$ cat src/rtl/ycfg_loader_pkg.sv
// Shared definitions for the ycell configuration loader: per-bit strobe phases
// and default parameter values.
package ycfg_loader_pkg;

  typedef enum logic [1:0] {
    ST_IDLE  = 2'd0,
    ST_SETUP = 2'd1,
    ST_HIGH  = 2'd2,
    ST_HOLD  = 2'd3
  } ycfg_state_e;

  localparam int DEF_W         = 8;
  localparam int DEF_SETUP_CYC = 2;
  localparam int DEF_HIGH_CYC  = 2;

endpackage

$ cat src/rtl/ycfg_loader_if.sv
// Valid/ready configuration word port between the host and the loader.
interface ycfg_loader_if #(
  parameter int W = 8
) ();

  logic         in_valid;
  logic         in_ready;
  logic [W-1:0] in_data;
  logic         in_last;

  modport master (
    output in_valid,
    output in_data,
    output in_last,
    input  in_ready
  );

  modport slave (
    input  in_valid,
    input  in_data,
    input  in_last,
    output in_ready
  );

endinterface

$ cat src/rtl/ycfg_loader_strobe_timer.sv
// Per-bit strobe sequencer: SETUP (confclk low), HIGH (confclk high), HOLD
// (one low cycle). sample and bit_done are combinational qualifiers for the
// edge that ends the last SETUP cycle and the HOLD cycle respectively.
module ycfg_strobe_timer
  import ycfg_loader_pkg::*;
#(
  parameter int SETUP_CYC = DEF_SETUP_CYC,
  parameter int HIGH_CYC  = DEF_HIGH_CYC
) (
  input  logic clk,
  input  logic reset,
  input  logic start,
  output logic sample,
  output logic bit_done,
  output logic confclk
);

  localparam int CMAX = (SETUP_CYC > HIGH_CYC) ? SETUP_CYC : HIGH_CYC;
  localparam int CW   = (CMAX > 1) ? $clog2(CMAX) : 1;

  ycfg_state_e   state, state_n;
  logic [CW-1:0] cnt, cnt_n;
  logic          confclk_n;

  always_ff @(posedge clk) begin
    if (reset) begin
      state   <= ST_IDLE;
      cnt     <= '0;
      confclk <= 1'b0;
    end else begin
      state   <= state_n;
      cnt     <= cnt_n;
      confclk <= confclk_n;
    end
  end

  always_comb begin
    state_n   = state;
    cnt_n     = cnt;
    confclk_n = confclk;
    sample    = 1'b0;
    bit_done  = 1'b0;
    unique case (state)
      ST_IDLE: begin
        confclk_n = 1'b0;
        if (start) begin
          state_n = ST_SETUP;
          cnt_n   = '0;
        end
      end
      ST_SETUP: begin
        confclk_n = 1'b0;
        if (cnt == CW'(SETUP_CYC - 1)) begin
          sample    = 1'b1;
          confclk_n = 1'b1;
          state_n   = ST_HIGH;
          cnt_n     = '0;
        end else begin
          cnt_n = cnt + CW'(1);
        end
      end
      ST_HIGH: begin
        confclk_n = 1'b1;
        if (cnt == CW'(HIGH_CYC - 1)) begin
          confclk_n = 1'b0;
          state_n   = ST_HOLD;
          cnt_n     = '0;
        end else begin
          cnt_n = cnt + CW'(1);
        end
      end
      ST_HOLD: begin
        confclk_n = 1'b0;
        bit_done  = 1'b1;
        cnt_n     = '0;
        state_n   = start ? ST_SETUP : ST_IDLE;
      end
      default: begin
        confclk_n = 1'b0;
        state_n   = ST_IDLE;
        cnt_n     = '0;
      end
    endcase
  end

endmodule

$ cat src/rtl/ycfg_loader.sv
// Configuration chain feeder: serialises accepted words MSB first onto cbitin
// with confclk strobes and assembles the bits returned on cbitout into readback words.
module ycfg_loader
  import ycfg_loader_pkg::*;
#(
  parameter int W         = DEF_W,
  parameter int SETUP_CYC = DEF_SETUP_CYC,
  parameter int HIGH_CYC  = DEF_HIGH_CYC
) (
  input  logic          clk,
  input  logic          reset,
  ycfg_loader_if.slave  cfg,
  output logic          confclk,
  output logic          cbitin,
  input  logic          cbitout,
  output logic          rb_valid,
  output logic [W-1:0]  rb_data,
  output logic          busy,
  output logic          done
);

  localparam int BW = (W > 1) ? $clog2(W) : 1;

  logic          ready_q;
  logic [W-1:0]  word_q;
  logic [W-1:0]  rb_shift;
  logic          last_q;
  logic [BW-1:0] bit_cnt;

  logic accept;
  logic more;
  logic start;
  logic sample;
  logic bit_done;

  assign cfg.in_ready = ready_q;
  assign accept       = cfg.in_valid && ready_q;
  assign more         = (bit_cnt != '0);
  // The timer is restarted straight out of HOLD so bits run back-to-back.
  assign start        = accept || (bit_done && more);

  ycfg_strobe_timer #(
    .SETUP_CYC (SETUP_CYC),
    .HIGH_CYC  (HIGH_CYC)
  ) u_timer (
    .clk      (clk),
    .reset    (reset),
    .start    (start),
    .sample   (sample),
    .bit_done (bit_done),
    .confclk  (confclk)
  );

  always_ff @(posedge clk) begin
    if (reset) begin
      ready_q  <= 1'b1;
      busy     <= 1'b0;
      word_q   <= '0;
      last_q   <= 1'b0;
      bit_cnt  <= '0;
      cbitin   <= 1'b0;
      rb_shift <= '0;
      rb_data  <= '0;
      rb_valid <= 1'b0;
      done     <= 1'b0;
    end else begin
      rb_valid <= 1'b0;
      done     <= 1'b0;

      if (accept) begin
        word_q  <= cfg.in_data;
        last_q  <= cfg.in_last;
        bit_cnt <= BW'(W - 1);
        cbitin  <= cfg.in_data[W-1];
        ready_q <= 1'b0;
        busy    <= 1'b1;
      end

      if (sample) begin
        rb_shift <= {rb_shift[W-2:0], cbitout};
      end

      if (bit_done) begin
        if (more) begin
          bit_cnt <= bit_cnt - BW'(1);
          cbitin  <= word_q[W-2];
          word_q  <= {word_q[W-2:0], 1'b0};
        end else begin
          ready_q  <= 1'b1;
          busy     <= 1'b0;
          rb_valid <= 1'b1;
          rb_data  <= rb_shift;
          done     <= last_q;
        end
      end
    end
  end

endmodule

$ cat src/flat_wrapper.sv
// flat-port wrapper written by rule: the top's interface ports become plain ports
module ycfg_loader_flat import ycfg_loader_pkg::*;
#(
  parameter int W         = DEF_W,
  parameter int SETUP_CYC = DEF_SETUP_CYC,
  parameter int HIGH_CYC  = DEF_HIGH_CYC
)
  (clk, reset, confclk, cbitin, cbitout, rb_valid, rb_data, busy, done, cfg_in_valid, cfg_in_data, cfg_in_last, cfg_in_ready);
  ycfg_loader_if #(.W(W)) cfg_i ();
  input  logic clk;
  input  logic reset;
  output logic confclk;
  output logic cbitin;
  input  logic cbitout;
  output logic rb_valid;
  output logic [W-1:0] rb_data;
  output logic busy;
  output logic done;
  input wire logic [$bits(cfg_i.in_valid)-1:0] cfg_in_valid;
  input wire logic [$bits(cfg_i.in_data)-1:0] cfg_in_data;
  input wire logic [$bits(cfg_i.in_last)-1:0] cfg_in_last;
  output wire logic [$bits(cfg_i.in_ready)-1:0] cfg_in_ready;
  assign cfg_i.in_valid = cfg_in_valid;
  assign cfg_i.in_data = cfg_in_data;
  assign cfg_i.in_last = cfg_in_last;
  assign cfg_in_ready = cfg_i.in_ready;
  ycfg_loader #(.W(W), .SETUP_CYC(SETUP_CYC), .HIGH_CYC(HIGH_CYC)) u_core (.clk(clk), .reset(reset), .cfg(cfg_i), .confclk(confclk), .cbitin(cbitin), .cbitout(cbitout), .rb_valid(rb_valid), .rb_data(rb_data), .busy(busy), .done(done));
endmodule
$ cat config.mk
export PLATFORM = sky130hd
export DESIGN_NAME = ycfg_loader_flat
export DESIGN_NICKNAME = d
export VERILOG_FILES = /design/src/rtl/ycfg_loader_pkg.sv /design/src/rtl/ycfg_loader_if.sv /design/src/rtl/ycfg_loader_strobe_timer.sv /design/src/rtl/ycfg_loader.sv /design/src/flat_wrapper.sv
export SDC_FILE = /design/constraint.sdc
export NUM_CORES = 1
export LEC_CHECK = 0
export ABC_CLOCK_PERIOD_IN_PS = 1900
export BUFFER_PORTS_ARGS = -buffer_cell sky130_fd_sc_hd__buf_2
export CAP_MARGIN = 20
export CORE_UTILIZATION = 30
export DETAILED_ROUTE_END_ITERATION = 7
export GPL_ROUTABILITY_DRIVEN = 1
export MAX_ROUTING_LAYER = met4
export SLEW_MARGIN = 20
export SYNTH_ARGS = -nofsm -noshare
export SYNTH_HDL_FRONTEND = slang
export SYNTH_SLANG_ARGS = --single-unit
$ cat constraint.sdc
create_clock -name clk -period 1.9 [get_ports clk]
set_clock_uncertainty 0.1 [all_clocks]
set_input_delay 0.095 -clock clk [delete_from_list [all_inputs] [get_ports clk]]
set_output_delay 0.095 -clock clk [all_outputs]
set_load 0.02 [all_outputs]
==> impl_metrics.json, run 1 <==
{
  "synthTopCellsByCount": "36 x dfxtp_1, 31 x nand2_1, 13 x a21oi_1",
  "crit_family": "flip-flops",
  "synth_xor_area_frac": 0,
  "synth_cell_types": 32,
  "clockBufferDepth": 2,
  "cts_tree": "built",
  "row_count": 25,
  "finalInstanceArea_mm2": 0.001902,
  "power_density_mw_per_mm2": 1033,
  "cts_buffers": 5,
  "area_growth_pct": 24.39,
  "place_area_mm2": 0.001690,
  "start_util": 0.3174,
  "cp_num_buf_inv": 1,
  "syn_nets": 186,
  "dieArea_mm2": 0.005386,
  "min_to": "u_core.word_q[0]$_SDFF_PP0_",
  "synth_top_cell_by_area": "dfxtp_1",
  "synth-seq-area-share": 0.4714,
  "io_buffers": 26,
  "synth_most_common_cell": "dfxtp_1",
  "cts_root_buffer": "clkbuf_8",
  "postCtsResizedCells": 0,
  "netlist_top_cells_area": "dfxtp_1 47%, nand2_1 7.6%, ha_1 6.5%",
  "relSlewSlack": 0.6301,
  "timing.final.crit_share": 0.8706,
  "dpl.hpwl_um": 1996,
  "r2r-end": "u_core.u_timer.state[0]$_SDFFE_PP0P_",
  "synth_compound_area_frac": 0.1858,
  "end_kind": "register",
  "hp-start": "cfg_in_data[0]",
  "crit_path_start_kind": "register",
  "fp.dieH_um": 73.39,
  "fin_ws_ns": 0.2459,
  "drv_slew": 0,
  "min_period_ns": 1.654,
  "finalSetupTns_ns": 0,
  "grt_max_degree": 17,
  "num_vias": 1223,
  "fillers": 511,
  "first_global_vias": 1158,
  "ant_nets": 0,
  "overflow": 0,
  "r2r_cells": 6,
  "synth_top_family_by_area": "simple AND/OR/NAND/NOR gates",
  "rsz0062_at_grt": "false",
  "cts_setup_buffers": 0,
  "max_freq_mhz": 604.6,
  "firstDrtPassIters": 4,
  "synth_warnings": 0,
  "pre_cts_slack_ns": 0.2535,
  "outcome": "completed",
  "cpMostUsedCell": "nor2_1",
  "muxShareOfSynthArea": 0.01309,
  "antenna_found_initial": 0,
  "clk_latency_ns": 0.29,
  "num_antenna_cells": 0,
  "slowest_stage": "dfxtp_1",
  "synth_ff_type": "dfxtp_1",
  "critical_path_arrival_ns": 1.73,
  "timing.hold.worst.class": "in -> reg",
  "clock_sinks": 36,
  "drt-wirelength-per-cell_um": 10.94,
  "setup_viol": 0,
  "total_power_w": 0.001965,
  "synth_fa_ha_area_frac": 0.06547,
  "synth_edf_count": 0,
  "reg2reg_from": "u_core.u_timer.state[1]$_SDFFE_PP0P_",
  "worst_slew_pin_slew_ns": 0.5548,
  "regArea_um2": 720.7,
  "maxCapViolCount": 0,
  "drt-initial-drc-count": 55,
  "cp_max_fo": 10,
  "synthCells": 165,
  "hold_violations": 0,
  "async_reset_ff_frac": 0,
  "routabilityCongestion": 0.7935,
  "cp.required_ns": 1.98,
  "holdPathStages": 3,
  "grtUsageTotal": 0.1331,
  "cts_htree_levels": 2,
  "slowest_delay_ns": 0.41,
  "yosysTopAreaCellShare": 0.4714,
  "coreArea_mm2": 0.004817,
  "leakagePower_nw": 0.7948,
  "fp.dieW_um": 73.39,
  "ctsHoldBuffers": 10,
  "route.detailed.drc": 0,
  "yosys.area_share.simple": 0.2029,
  "ir_worst_vdd_uv": 365.4,
  "rrSetupSlack_ns": 0.25,
  "io_pins": 27,
  "ys_ff_latch": 36,
  "postSynthAreaPerCell_um2": 9.266,
  "clkTransAtPathRegs_ns": 0.07,
  "nets": 221,
  "worstPathCellList": "inv_1, ha_1, nor2_1, nor2_1, nand3b_1, a32o_1",
  "worstSetupPathType": "reg -> reg",
  "syn_area_mm2": 0.001529,
  "drive_gt1_frac": 0.2289,
  "grt_pass1_wl_um": 5181,
  "routed_wl_um": 2931,
  "multiInputGateArea_um2": 714.4,
  "via_per_inst": 4.563
}
==> sequential cells by signal (all words and copies together) (netlist names) <==
| name | count |
|---|---|
| u_core.cfg.in_ready | 1 |
| u_core.rb_valid | 1 |
| u_core.rb_shift | 8 |
| u_core.last_q | 1 |
| u_core.bit_cnt | 3 |
| u_core.rb_data | 8 |
| u_core.u_timer.state | 2 |
| u_core.u_timer.cnt | 1 |
| u_core.busy | 1 |
| u_core.u_timer.confclk | 1 |
| u_core.done | 1 |
| u_core.word_q | 7 |
| u_core.cbitin | 1 |
==> power breakdown <==
part / switching (W) / internal (W)
Clock: 0.000277 / 0.000388
Sequential: 0.0000486 / 0.000814
Combinational: 0.000255 / 0.000183
Total: 0.000580 / 0.00138
==> layout by cell type (no fill, tap or decap), drive strengths merged, types with 7 or more instances in the layout <==
master / n
dlygate4sd3: 10
inv: 7
a311oi: 7
nand3: 8
nor2: 11
a21oi: 13
buf: 28
ha: 8
a22o: 8
nand2: 32
dfxtp: 36
==> worst reg2reg max path, stage by stage (launching register included) <==
cell and delay (ns):
dfxtp_1 0.41, inv_1 0.12, ha_1 0.32, nor2_1 0.14, nor2_1 0.06, nand3b_1 0.16, a32o_1 0.25
==> kinds of logic after synthesis <==
| group | after synthesis |
|---|---|
| AO/OA/AOI/OAI | 39 |
| multiplexers | 2 |
| adder cells (fa/ha/maj) | 8 |
| flip-flops | 36 |
| buffers and inverters | 17 |
| AND/OR/NAND/NOR | 63 |
==> worst max path at each step <==
stage | startpoint | endpoint | slack, ns | cells past startpoint
global placement | u_core.u_timer.state[1]$_SDFFE_PP0P_ | u_core.u_timer.state[0]$_SDFFE_PP0P_ | 0.25 | 6
global route | u_core.u_timer.state[1]$_SDFFE_PP0P_ | u_core.u_timer.state[1]$_SDFFE_PP0P_ | 0.1 | 6
detailed placement | u_core.u_timer.state[1]$_SDFFE_PP0P_ | u_core.u_timer.state[0]$_SDFFE_PP0P_ | 0.25 | 6
CTS | u_core.u_timer.state[1]$_SDFFE_PP0P_ | u_core.u_timer.state[0]$_SDFFE_PP0P_ | 0.24 | 6
finish | u_core.u_timer.state[1]$_SDFFE_PP0P_ | u_core.u_timer.state[0]$_SDFFE_PP0P_ | 0.25 | 6
floorplan | u_core.u_timer.state[1]$_SDFFE_PP0P_ | u_core.u_timer.state[0]$_SDFFE_PP0P_ | 0.38 | 7
==> routing by layer <==
layer  vias up  GRT usage  part of all wire
met3         5    0.03704             0.035
met4         0    0.07051             0.017
met5         -          -                 0
met1       555     0.1523              0.49
met2        21     0.2119              0.46
li1        642          -                 -
==> layout make-up <==
cell class / instances / share of cell area
clock inverter: 3 / 0.02237
timing repair buffer: 38 / 0.1289
multi-input combinational: 112 / 0.3757
sequential: 36 / 0.3789
clock buffer: 5 / 0.03618
tap: 67 / 0.04408
inverter: 7 / 0.01382
==> through the flow <==
step	hold WS, ns	instances	util
finish	0.01288	268	0.3948
detailed placement	0.2433	250	0.3509
floorplan	0.09535	165	-
global placement	0.2374	250	0.3509
CTS	0.01989	268	0.3948
global route	0.05929	268	0.3948
Note: power is estimated with default switching activity, not from simulation.
==> inputs of run 2 (changes only) <==
--- a/config.mk
+++ b/config.mk
@@ -5,6 +5,7 @@
 export SDC_FILE = /design/constraint.sdc
 export NUM_CORES = 1
 export LEC_CHECK = 0
+export ABC_AREA = 1
 export ABC_CLOCK_PERIOD_IN_PS = 1900
 export BUFFER_PORTS_ARGS = -buffer_cell sky130_fd_sc_hd__buf_2
 export CAP_MARGIN = 20
==> run 2 against run 1 <==
Against the previous run: via count increased by 1.3%; utilization increased by 0.093 points; final cell count decreased by 0.75%; register-to-register slack improved by 0.06 ns; clock-buffer cell count unchanged; critical endpoint is now u_core.u_timer.state[1]$_SDFFE_PP0P_; first-iteration DRC count increased by 60%; wire length decreased by 5.5%; flip-flop and latch count unchanged.
==> impl_metrics.json, run 2 <==
{
  "outcome": "completed",
  "ys_ff_latch": 36,
  "routed_wl_um": 2769,
  "worstSetupPathType": "reg -> reg",
  "cp_max_fo": 5,
  "finalSetupTns_ns": 0,
  "drt-initial-drc-count": 88,
  "fp.dieH_um": 71.80,
  "drt-wirelength-per-cell_um": 10.41,
  "netlist_top_cells_area": "dfxtp_1 49%, o21ai_0 9.6%, ha_1 6.8%",
  "crit_path_start_kind": "register",
  "power_frac_comb": 0.221,
  "clkTransAtPathRegs_ns": 0.07,
  "synth_edf_count": 0,
  "row_count": 25,
  "seqPwrFrac": 0.453,
  "overflow": 0,
  "num_vias": 1239,
  "synth_top_cell_by_area": "dfxtp_1",
  "maxCapViolCount": 0,
  "grt_pass1_wl_um": 4878,
  "min_period_ns": 1.594,
  "firstDrtPassIters": 6,
  "relSlewSlack": 0.7266,
  "rsz0062_at_grt": "false",
  "cp.required_ns": 1.99,
  "whs_ns": 0.03491,
  "power_density_mw_per_mm2": 1082,
  "grt_max_degree": 20,
  "p_int_w": 0.001416,
  "cts_root_buffer": "clkbuf_8",
  "slowest_delay_ns": 0.38,
  "route.detailed.drc": 0,
  "cts_buffers": 5,
  "ir_worst_vdd_uv": 399.5,
  "dpl.hpwl_um": 1851,
  "leakagePower_nw": 0.8126,
  "cpMostUsedCell": "o21ai_0",
  "grtUsageTotal": 0.1248,
  "synth_warnings": 0,
  "multiInputGateArea_um2": 626.9,
  "routabilityCongestion": 0.8212,
  "final_common_cell": "dfxtp_1",
  "timing.hold.worst.class": "in -> reg",
  "layout_common_cells": "36 x dfxtp_1, 28 x o21ai_0, 26 x buf_2",
  "hold_violations": 0,
  "coreArea_mm2": 0.004692,
  "regArea_um2": 720.7,
  "critical_path_arrival_ns": 1.68,
  "cts_htree_levels": 2,
  "nets": 232,
  "io_buffers": 26,
  "postCtsResizedCells": 0,
  "dieArea_mm2": 0.005155,
  "first_global_vias": 1166,
  "antenna_found_initial": 0,
  "drive_gt1_frac": 0.2028,
  "num_antenna_cells": 0,
  "synth_cell_types": 23,
  "start_util": 0.3115,
  "slowest_stage": "dfxtp_1",
  "syn_nets": 192,
  "synth-seq-area-share": 0.4932,
  "switching_share": 0.2953,
  "clk_latency_ns": 0.29,
  "fillers": 480,
  "synth_most_common_cell": "dfxtp_1",
  "pwr-share-clk": 0.326,
  "io_pins": 27,
  "end_kind": "register",
  "area_growth_pct": 27.05,
  "yosysTopAreaCellShare": 0.4932,
  "fp.dieW_um": 71.80,
  "crit_family": "compound AO/OA/AOI/OAI gates",
  "synth_ff_type": "dfxtp_1",
  "clockBufferDepth": 2,
  "max_freq_mhz": 627.2,
  "synthTopCellsByCount": "36 x dfxtp_1, 28 x o21ai_0, 22 x nand2_1",
  "clock_sinks": 36,
  "cp_num_buf_inv": 1,
  "via_per_inst": 4.658,
  "async_reset_ff_frac": 0,
  "reg_top3": "u_core.rb_data (8), u_core.rb_shift (8), u_core.word_q (7)",
  "synthCells": 171,
  "p_switching_w": 0.0005933,
  "worst_slew_pin_slew_ns": 0.4058,
  "setup_viol": 0,
  "worstPathCellList": "inv_1, ha_1, o21ai_0, nand2_1, o21ai_0, nor2_1",
  "cts_tree": "built",
  "ant_nets": 0,
  "postSynthAreaPerCell_um2": 8.546,
  "timing.final.crit_share": 0.8391,
  "drv_slew": 0,
  "syn_area_mm2": 0.001461
}
-- run 2: worst register-to-register path: cells and delay by family, from the launching register on --
| kind | cells | cell delay [ns] |
|---|---|---|
| compound gates | 2 | 0.52 |
| flops | 1 | 0.38 |
| fa+ha+maj | 1 | 0.24 |
| simple gates | 2 | 0.14 |
| buf+inv | 1 | 0.12 |
-- run 2: through the flow --
| step | power [W] | util | area (um2) | setup slack [ns] | instances |
|---|---|---|---|---|---|
| 6_report | 0.002009 | 0.3957 | 1857 | 0.3056 | 266 |
| 3_3_place_gp | 0.001354 | 0.3485 | 1635 | 0.3485 | 247 |
| 2_1_floorplan | 0.001256 | - | 1461 | 0.4676 | 171 |
| 5_1_grt | 0.002134 | 0.3957 | 1857 | 0.1247 | 266 |
| 3_5_place_dp | 0.001357 | 0.3485 | 1635 | 0.3181 | 247 |
| 4_1_cts | 0.002040 | 0.3957 | 1857 | 0.3053 | 266 |
-- run 2: per-layer routing --
metal,wire [um],GRT usage
met1,1384,0.1421
met2,1216,0.1992
met3,98,0.03516
met4,70,0.06536
met5,0,-
-- run 2: worst paths after layout --
path                                                           start  slack, ns  depth (start not counted)                                   end
worst max-delay path            u_core.u_timer.state[1]$_SDFFE_PP0P_       0.31                          6  u_core.u_timer.state[1]$_SDFFE_PP0P_
worst min-delay path                                  cfg_in_data[0]       0.03                          3           u_core.word_q[0]$_SDFF_PP0_
worst max register to register  u_core.u_timer.state[1]$_SDFFE_PP0P_       0.31                          6  u_core.u_timer.state[1]$_SDFFE_PP0P_
worst min register to register            u_core.last_q$_SDFFE_PP0P_       0.34                          2                u_core.done$_SDFF_PP0_
-- run 2: timing repair --
action,CTS,global route
endpoints found under the hold margin,14,0
hold buffers,11,0
setup buffers,0,0
-- run 2: layout make-up --
class | count | share of cell area
Sequential cell | 36 | 0.3881
Multi-Input combinational cell | 109 | 0.3376
Timing Repair Buffer | 39 | 0.1375
Inverter | 20 | 0.04043
Clock buffer | 5 | 0.03706
Tap cell | 54 | 0.03639
Clock inverter | 3 | 0.02291
-- run 2: power groups by stage --
stage | sequential (W) | clock, W | combinational, W
after floorplan | 0.000938 | 0 | 0.000317
after global routing | 0.000927 | 0.000699 | 0.000508
final | 0.000911 | 0.000655 | 0.000443
after CTS | 0.000912 | 0.000681 | 0.000447
after global placement | 0.000927 | 0 | 0.000427
after detailed placement | 0.000928 | 0 | 0.000428
-- run 2: cell families after synthesis --
family / count (synthesis) / share of synthesized area
AOI/OAI and AO/OA: 56 / 0.2063
and+or+nand+nor: 44 / 0.1481
DFF: 36 / 0.4931
buffers and inverters: 26 / 0.07791
adders and majority gates: 8 / 0.06850
xor gates and xnor gates: 1 / 0.005994
